<file path="src/rtl/bcid_pkg.sv">
// Shared BCID definitions for the transmit counter and the receive-side lock checker.
package bcid_pkg;

    localparam int unsigned BCID_WIDTH  = 12;
    localparam int unsigned STATE_WIDTH = 2;

    localparam logic [BCID_WIDTH-1:0] MAX_BCID_NUMBER = 12'd3563;

    typedef enum logic [STATE_WIDTH-1:0] {
        ST_SEARCH = 2'd0,
        ST_VERIFY = 2'd1,
        ST_LOCKED = 2'd2
    } bcidState_t;

    // Wrap incrementer: the BCID after x, returning to 0 past the last valid bunch.
    function automatic logic [BCID_WIDTH-1:0] bcid_next(
        input logic [BCID_WIDTH-1:0] x,
        input logic [BCID_WIDTH-1:0] maxBcid = MAX_BCID_NUMBER
    );
        return (x == maxBcid) ? '0 : x + BCID_WIDTH'(1);
    endfunction

endpackage

</file>
<file path="src/rtl/bcid_track_counter.sv">
// Loadable free-running BCID predictor; a load seeds it with the BCID following loadValueTMR.
module bcid_track_counter
    import bcid_pkg::*;
#(
    parameter logic [BCID_WIDTH-1:0] MAX_BCID = MAX_BCID_NUMBER
) (
    input  logic                  clkTMR,
    input  logic                  resetTMR,
    input  logic                  enTMR,
    input  logic                  loadTMR,
    input  logic [BCID_WIDTH-1:0] loadValueTMR,
    output logic [BCID_WIDTH-1:0] countTMR
);

    // Advance every enabled cycle; a load replaces the advance.
    always_ff @(posedge clkTMR or negedge resetTMR) begin
        if (!resetTMR) begin
            countTMR <= '0;
        end else if (enTMR) begin
            if (loadTMR) begin
                countTMR <= bcid_next(loadValueTMR, MAX_BCID);
            end else begin
                countTMR <= bcid_next(countTMR, MAX_BCID);
            end
        end
    end

endmodule

</file>
<file path="config.mk">
export PLATFORM = sky130hd
export DESIGN_NAME = bcid_track_counter
export DESIGN_NICKNAME = d
export VERILOG_FILES = /design/src/rtl/bcid_pkg.sv /design/src/rtl/bcid_track_counter.sv
export SDC_FILE = /design/constraint.sdc
export NUM_CORES = 1
export LEC_CHECK = 0
export CAP_MARGIN = 5
export CORE_MARGIN = 3
export CORE_UTILIZATION = 50
export CTS_CLUSTER_DIAMETER = 150
export DETAILED_ROUTE_END_ITERATION = 7
export HOLD_SLACK_MARGIN = 0.15
export PLACE_DENSITY = 0.84
export SLEW_MARGIN = 20
export SYNTH_ARGS = -nofsm -noshare
export SYNTH_HDL_FRONTEND = slang
export SYNTH_SLANG_ARGS = --single-unit
</file>
<file path="constraint.sdc">
create_clock -name clkTMR -period 3.1 [get_ports clkTMR]
set_input_delay 0.465 -clock clkTMR [delete_from_list [all_inputs] [get_ports clkTMR]]
set_output_delay 0.465 -clock clkTMR [all_outputs]
set_load 0.01 [all_outputs]
</file>
# Word-level counts from Yosys, hierarchy flattened
# Cells that the tools add are included.
[op_classes]
addsub = 2
n_eq_ne = 2
muxes = 3
[op_table]
columns = ["cell", "count"]
rows = [
  ["$mux 12", 3],
  ["$add 12x1->12 const B", 2],
  ["$eq 12x12->1 const B", 2],
]
[word_totals]
reg_bits = 12
inputBits = 16
out_inout_bits = 12
wordCells = 8

# Logic depth before layout (Yosys ltp)
# Gate-level depths: netlist (run 1).
[logic_depth]
ltp_word = 3
ltp_mapped = 6
ltp_nobuf = 6

# Least setup slack after synthesis (run 1)
# Ideal clock, no wire load.
[synth_path]
path_type = "input -> register"
start = "in loadValueTMR[0]"
end = "reg countTMR[1]"
arrival_ps = 1707
t_required_ps = 2974
slack_ps = 1267
path_stages = 5
cell_sequence = "ha_1 -> nand3_1 -> or4_4 -> o21ba_4 -> a221o_1"
[synth_between]
elab_chain_len = 3
word_cells_on_any_way = 4
[synth_rtl]
columns = ["item", "line", "rtl"]
rows = [
  ["start: declaration", "bcid_track_counter.sv:11", "input logic [BCID_WIDTH-1:0] loadValueTMR,"],
  ["$add 12x1->12 / $eq 12x12->1 (equally long branches)", "bcid_pkg.sv:20", "return (x == maxBcid) ? '0 : x + BCID_WIDTH'(1);"],
  ["$mux 12 (*)", "bcid_pkg.sv:20", ""],
  ["$mux 12 (*)", "bcid_track_counter.sv:20", "if (loadTMR) begin"],
  ["end signal: assignment", "bcid_track_counter.sv:21", "countTMR <= bcid_next(loadValueTMR, MAX_BCID);"],
  ["end signal: assignment", "bcid_track_counter.sv:23", "countTMR <= bcid_next(countTMR, MAX_BCID);"],
  ["end: declaration", "bcid_track_counter.sv:12", "output logic [BCID_WIDTH-1:0] countTMR"],
]
# Mark *: on every way between the ends. The rest lies on a longest branch, timed or not.
# A chain may end at the register's enable or synchronous reset.

# Worst setup path after layout (run 1)
[layout_path]
start = "in loadValueTMR[0]"
end = "reg countTMR[10]"
# The elaborated chain is that of the path after synthesis.

==> results.yml, run 1 <==
placed_design:
  pre_cts_slack_ns: 0.598
  dp_cells: 169
  port_buffers: 27
  hpwl_mm: 2.15
  placed_area_sq_um: 1250
  gp_congestion: 0.900
power:
  cellLeakagePower_nw: 0.453
  switching_share_pct: 35.0
  p_per_area_nw_per_um2: 392
  switchingPower_mw: 0.174
  p_seq_share_pct: 44.5
  clock_power_share_pct: 19.8
  pwr-share-comb_pct: 35.7
  power.internal_mw: 0.324
  power.total_mw: 0.498
  vdd_drop_max_mv: 0.393
synth:
  synthFlopType: "dfrtp_1"
  syn_area_per_cell_sq_um: 8.01
  synth.top_cells.by_area: "dfrtp_1 31%, xnor2_1 9.2%, nand2_1 7.1%"
  netlist_area_sq_um: 953
  synth_most_common_cell: "nand2_1"
  ys_top_cells_by_count: "18 x nand2_1, 12 x dfrtp_1, 11 x nor2_1"
  synth_warnings: 0
  yosysTopAreaCell: "dfrtp_1"
  synth_cell_type_count: 33
  async_flop_share_pct: 100
  synth_top_area_share_pct: 31.5
  syn_nets: 137
  yosysSeqAreaShare_pct: 31.5
  syn_inst: 119
  synth_edf_count: 0
  ys_seq_elements: 12
floorplanning:
  core_sq_um: 1760
  die-area_sq_um: 2470
  boundaryPins: 28
  initial_utilization_pct: 54.0
  die_w_um: 49.7
  num_rows: 15
  die_h_um: 49.7
global_routing:
  grt_use_total_pct: 24.5
  antenna_found_initial: 0
  grt_pass1_vias: 1029
  overflow: 0
  grt_max_degree: 13
  grt_pass1_wl_mm: 4.66
clock_network:
  cts_buffer_depth: 2
  postCtsHoldBufs: 0
  path_clk_slew_ns: 0.08
  post-cts-setup-buffers: 0
  numCtsBuffers: 3
  cts_num_sinks: 12
  cts_resized: 0
  worstSkewPairLatency_ns: 0.27
  cts.htree.levels: 1
  cts_tree: "done"
  cts_root_buf: "clkbuf_4"
cells_and_area:
  largest_register_ffs: 12
  final_core_util_pct: 71.9
  multi_input_area_sq_um: 629
  syn2layout_area_growth_pct: 33.1
  fill_cells: 152
  nets: 167
  fin_cells: 172
  reg.largest.list: "countTMR (12)"
  final_area_sq_um: 1270
  num_antenna_cells: 0
  regArea_sq_um: 300
  largest-register: "countTMR"
  drive_above_1_share_pct: 4.76
worst_setup_path:
  cp.required_ns: 3.26
  crit_path_end_kind: "register"
  start_kind: "primary input"
  path_max_fanout: 7
  r2r_setup_slack_ns: 1.01
  arrival_ns: 2.38
  path_class: "in -> reg"
route:
  ant_nets: 0
  remaining_drc_errors: 0
  dr.pass1.iters: 4
  vias: 1049
  wl_met2_mm: 1.30
  drt_iter0_drc: 39
  drt-met1-wl_mm: 1.16
  top_layer: "met4"
  wl_per_cell_um: 15.8
  route.met3.wl_um: 192
  wirelength_mm: 2.71
  via_per_inst: 6.10
status:
  status: "completed"
run:
  max_cap_violations: 0
hold_path:
  min_path_type: "in -> async"
sta:
  fmax_mhz: 452
  min_period_ns: 2.21
  worstMarginPinSlew_ns: 0.709
  worst_slack_ns: 0.887
  hold_viol: 0
  finalCritPeriodShare_pct: 71.4
  finalSetupViolations: 0
  fin_skew_ns: 0.00393
  slew_headroom_pct: 52.3
  hold_ws_ns: 0.569
  rsz0062_at_grt: "no"
  drv_slew: 0
  tns_ns: 0
worst max-delay path, cell delays in order:
cell             delay (ns)
clkdlybuf4s50_1        0.55
ha_1                   0.25
nand3_1                0.13
or4_4                  0.46
o21bai_4               0.20
nor2_1                 0.07
a221o_1                0.26
power by group through the flow:
| stage | registers [mW] | logic [mW] | clock network, mW |
|---|---|---|---|
| final | 0.222 | 0.178 | 0.0986 |
| after global routing | 0.227 | 0.195 | 0.108 |
| after CTS | 0.220 | 0.178 | 0.100 |
| after detailed placement | 0.223 | 0.177 | 0 |
| after global placement | 0.222 | 0.176 | 0 |
| after floorplan | 0.222 | 0.0766 | 0 |
layer usage:
metal	up-vias	global-route usage, %
li1	501	-
met1	481	30.0
met2	59	40.7
met3	8	4.53
met4	0	12.0
met5	-	0
cell usage in the layout, fill, tap and decap left out, drive strengths merged, types with 2 or more instances in the layout:
master,count
clkdlybuf4s50,27
nand2,18
dfrtp,12
nor2,11
nand3,10
xnor2,10
o21ai,10
nor3,6
inv,4
nand4,3
o221ai,3
o211ai,3
clkbuf,3
nand4b,2
and3,2
a221o,2
or3,2
nor4,2
a21oi,2
ha,2
kinds of logic after synthesis:
family,synth area share (%)
and+or+nand+nor,32.7
xor gates and xnor gates,9.19
buffers and inverters,2.49
AOI/OAI and AO/OA,21.5
adders and majority gates,2.62
DFF,31.5
cell type report:
type / instances / area share (%)
multi-input combinational: 101 / 49.6
sequential: 12 / 23.7
timing repair buffer: 27 / 21.3
tap: 25 / 2.47
clock buffer: 3 / 1.78
inverter: 4 / 1.18
path summary, 6_finish.rpt:
| check | to | cells past startpoint | from |
|---|---|---|---|
| setup / recovery | countTMR[10]$_DFFE_PN0P_ | 7 | loadValueTMR[0] |
| hold / removal | countTMR[9]$_DFFE_PN0P_ | 1 | resetTMR |
| setup reg to reg | countTMR[10]$_DFFE_PN0P_ | 5 | countTMR[0]$_DFFE_PN0P_ |
| hold reg to reg | countTMR[11]$_DFFE_PN0P_ | 2 | countTMR[11]$_DFFE_PN0P_ |
| max in group asynchronous | countTMR[2]$_DFFE_PN0P_ | 1 | resetTMR |
| min in group clkTMR | countTMR[11]$_DFFE_PN0P_ | 2 | countTMR[11]$_DFFE_PN0P_ |
Note: power is estimated with default switching activity, not from simulation.
==> run 2: changes to the inputs <==
--- a/config.mk
+++ b/config.mk
@@ -7,11 +7,11 @@
 export LEC_CHECK = 0
 export CAP_MARGIN = 5
 export CORE_MARGIN = 3
-export CORE_UTILIZATION = 50
+export CORE_UTILIZATION = 46
 export CTS_CLUSTER_DIAMETER = 150
 export DETAILED_ROUTE_END_ITERATION = 7
 export HOLD_SLACK_MARGIN = 0.15
-export PLACE_DENSITY = 0.84
+export PLACE_DENSITY = 0.78
 export SLEW_MARGIN = 20
 export SYNTH_ARGS = -nofsm -noshare
 export SYNTH_HDL_FRONTEND = slang
==> constraint.sdc (replaced) <==
create_clock -name clkTMR -period 2.3 [get_ports clkTMR]
set_input_delay 0.345 -clock clkTMR [delete_from_list [all_inputs] [get_ports clkTMR]]
set_output_delay 0.345 -clock clkTMR [all_outputs]
set_load 0.01 [all_outputs]
==> run 2 against run 1 <==
Compared with the run above:
- wire length is 4.6% lower
- power rose by 36%
- setup slack got worse by 0.61 ns
- sequential cell count unchanged
- cell area up 4.1%
- global-route usage is 3.1 points lower
- worst hold slack lost 0.15 ns
- critical path depth shrank 2
- utilization decreased by 0.078 points
- clock power is 40% higher
- non-clock buffer count rose by 7
- clock-buffer cell count is the same
- largest power group unchanged
- highest routed layer unchanged
==> results.yml, run 2 (synthesized netlist as in run 1, its figures left out) <==
floorplanning:
  num_rows: 15
  die_h_um: 51.5
  die_w_um: 51.5
  die-area_sq_um: 2650
  initial_utilization_pct: 51.8
  core_sq_um: 1840
  boundaryPins: 28
power:
  p_per_area_nw_per_um2: 514
  cellLeakagePower_nw: 0.486
  vdd_drop_max_mv: 0.559
  power.total_mw: 0.679
cells_and_area:
  drive_above_1_share_pct: 9.09
  syn2layout_area_growth_pct: 38.6
  final_common_cell: "clkdlybuf4s50_1"
  final_cell_mix: "27 x clkdlybuf4s50_1, 18 x nand2_1, 12 x dfrtp_1, 11 x nor2_1"
  final_area_sq_um: 1320
  nets: 174
  fin_cells: 179
  fill_cells: 166
  final_core_util_pct: 71.8
  reg.largest.list: "countTMR (12)"
  num_antenna_cells: 0
  largest_register_ffs: 12
  largest-register: "countTMR"
placed_design:
  dp_cells: 176
  gp_congestion: 0.923
  hpwl_mm: 2.08
  pre_cts_slack_ns: 0.0730
  port_buffers: 27
  placed_area_sq_um: 1300
clock_network:
  cts_tree: "done"
  cts_num_sinks: 12
  path_clk_slew_ns: 0.08
  postCtsHoldBufs: 0
  worstSkewPairLatency_ns: 0.28
  cts.htree.levels: 1
  numCtsBuffers: 3
  post-cts-setup-buffers: 0
  cts_buffer_depth: 2
  cts_resized: 0
  cts_root_buf: "clkbuf_4"
sta:
  worst_slack_ns: 0.278
  fmax_mhz: 495
  worstMarginPinSlew_ns: 0.655
  hold_viol: 0
  slew_headroom_pct: 56.0
  finalCritPeriodShare_pct: 87.9
  fin_skew_ns: 0.00390
  min_period_ns: 2.02
  finalSetupViolations: 0
  rsz0062_at_grt: "no"
  hold_ws_ns: 0.423
  tns_ns: 0
  drv_slew: 0
status:
  status: "completed"
route:
  remaining_drc_errors: 0
  via_per_inst: 5.97
  ant_nets: 0
  dr.pass1.iters: 4
  vias: 1068
  wl_per_cell_um: 14.5
  wirelength_mm: 2.59
  drt_iter0_drc: 31
worst_setup_path:
  path_class: "reg -> reg"
  cp-startpoint: "countTMR[1]$_DFFE_PN0P_"
  r2r_start: "countTMR[1]$_DFFE_PN0P_"
  arrival_ns: 2.19
  cp.required_ns: 2.47
  start_kind: "register"
  path_max_fanout: 6
  crit_path_end_kind: "register"
hold_path:
  min_path_type: "in -> async"
global_routing:
  grt_max_degree: 13
  overflow: 0
  grt_pass1_wl_mm: 4.23
  grt_use_total_pct: 21.4
  antenna_found_initial: 0
  grt_pass1_vias: 1006
run:
  max_cap_violations: 0
## run 2: path summary, 6_finish.rpt
| check | endpoint | slack (ns) | cells after the start |
|---|---|---|---|
| setup / recovery | countTMR[10]$_DFFE_PN0P_ | 0.28 | 5 |
| hold / removal | countTMR[10]$_DFFE_PN0P_ | 0.42 | 1 |
| setup reg to reg | countTMR[10]$_DFFE_PN0P_ | 0.28 | 5 |
| hold reg to reg | countTMR[0]$_DFFE_PN0P_ | 0.58 | 2 |
| max in group asynchronous | countTMR[2]$_DFFE_PN0P_ | 1.50 | 1 |
| min in group clkTMR | countTMR[0]$_DFFE_PN0P_ | 0.58 | 2 |
## run 2: per-layer routing
metal	part of all wire (%)	global-route usage, %	wire length [um]	up-vias
li1	-	-	-	517
met1	44	25.6	1140	497
met2	49	38.3	1260	49
met3	5.4	0.860	139	5
met4	2.0	11.4	51	0
met5	0	0	0	-
## run 2: worst max-delay path, stage by stage, from the launching register on
cell       delay [ns]
dfrtp_1          0.41
ha_1             0.25
nand4bb_1        0.14
o31ai_1          0.60
o21ai_0          0.19
a221o_1          0.32
## run 2: cell type report
| cell class | count | area [sq um] | share of cell area [%] |
|---|---|---|---|
| clock buffers | 3 | 22.5 | 1.70 |
| multi-input cells | 101 | 629 | 47.6 |
| flip-flops and latches | 12 | 300 | 22.7 |
| well taps | 25 | 31.3 | 2.37 |
| repair buffers | 34 | 323 | 24.4 |
| inverters | 4 | 15.0 | 1.14 |
## run 2: where the power goes
group / switching (mW) / internal (mW)
clock network: 0.0768 / 0.0609
registers: 0.0518 / 0.244
logic: 0.106 / 0.140
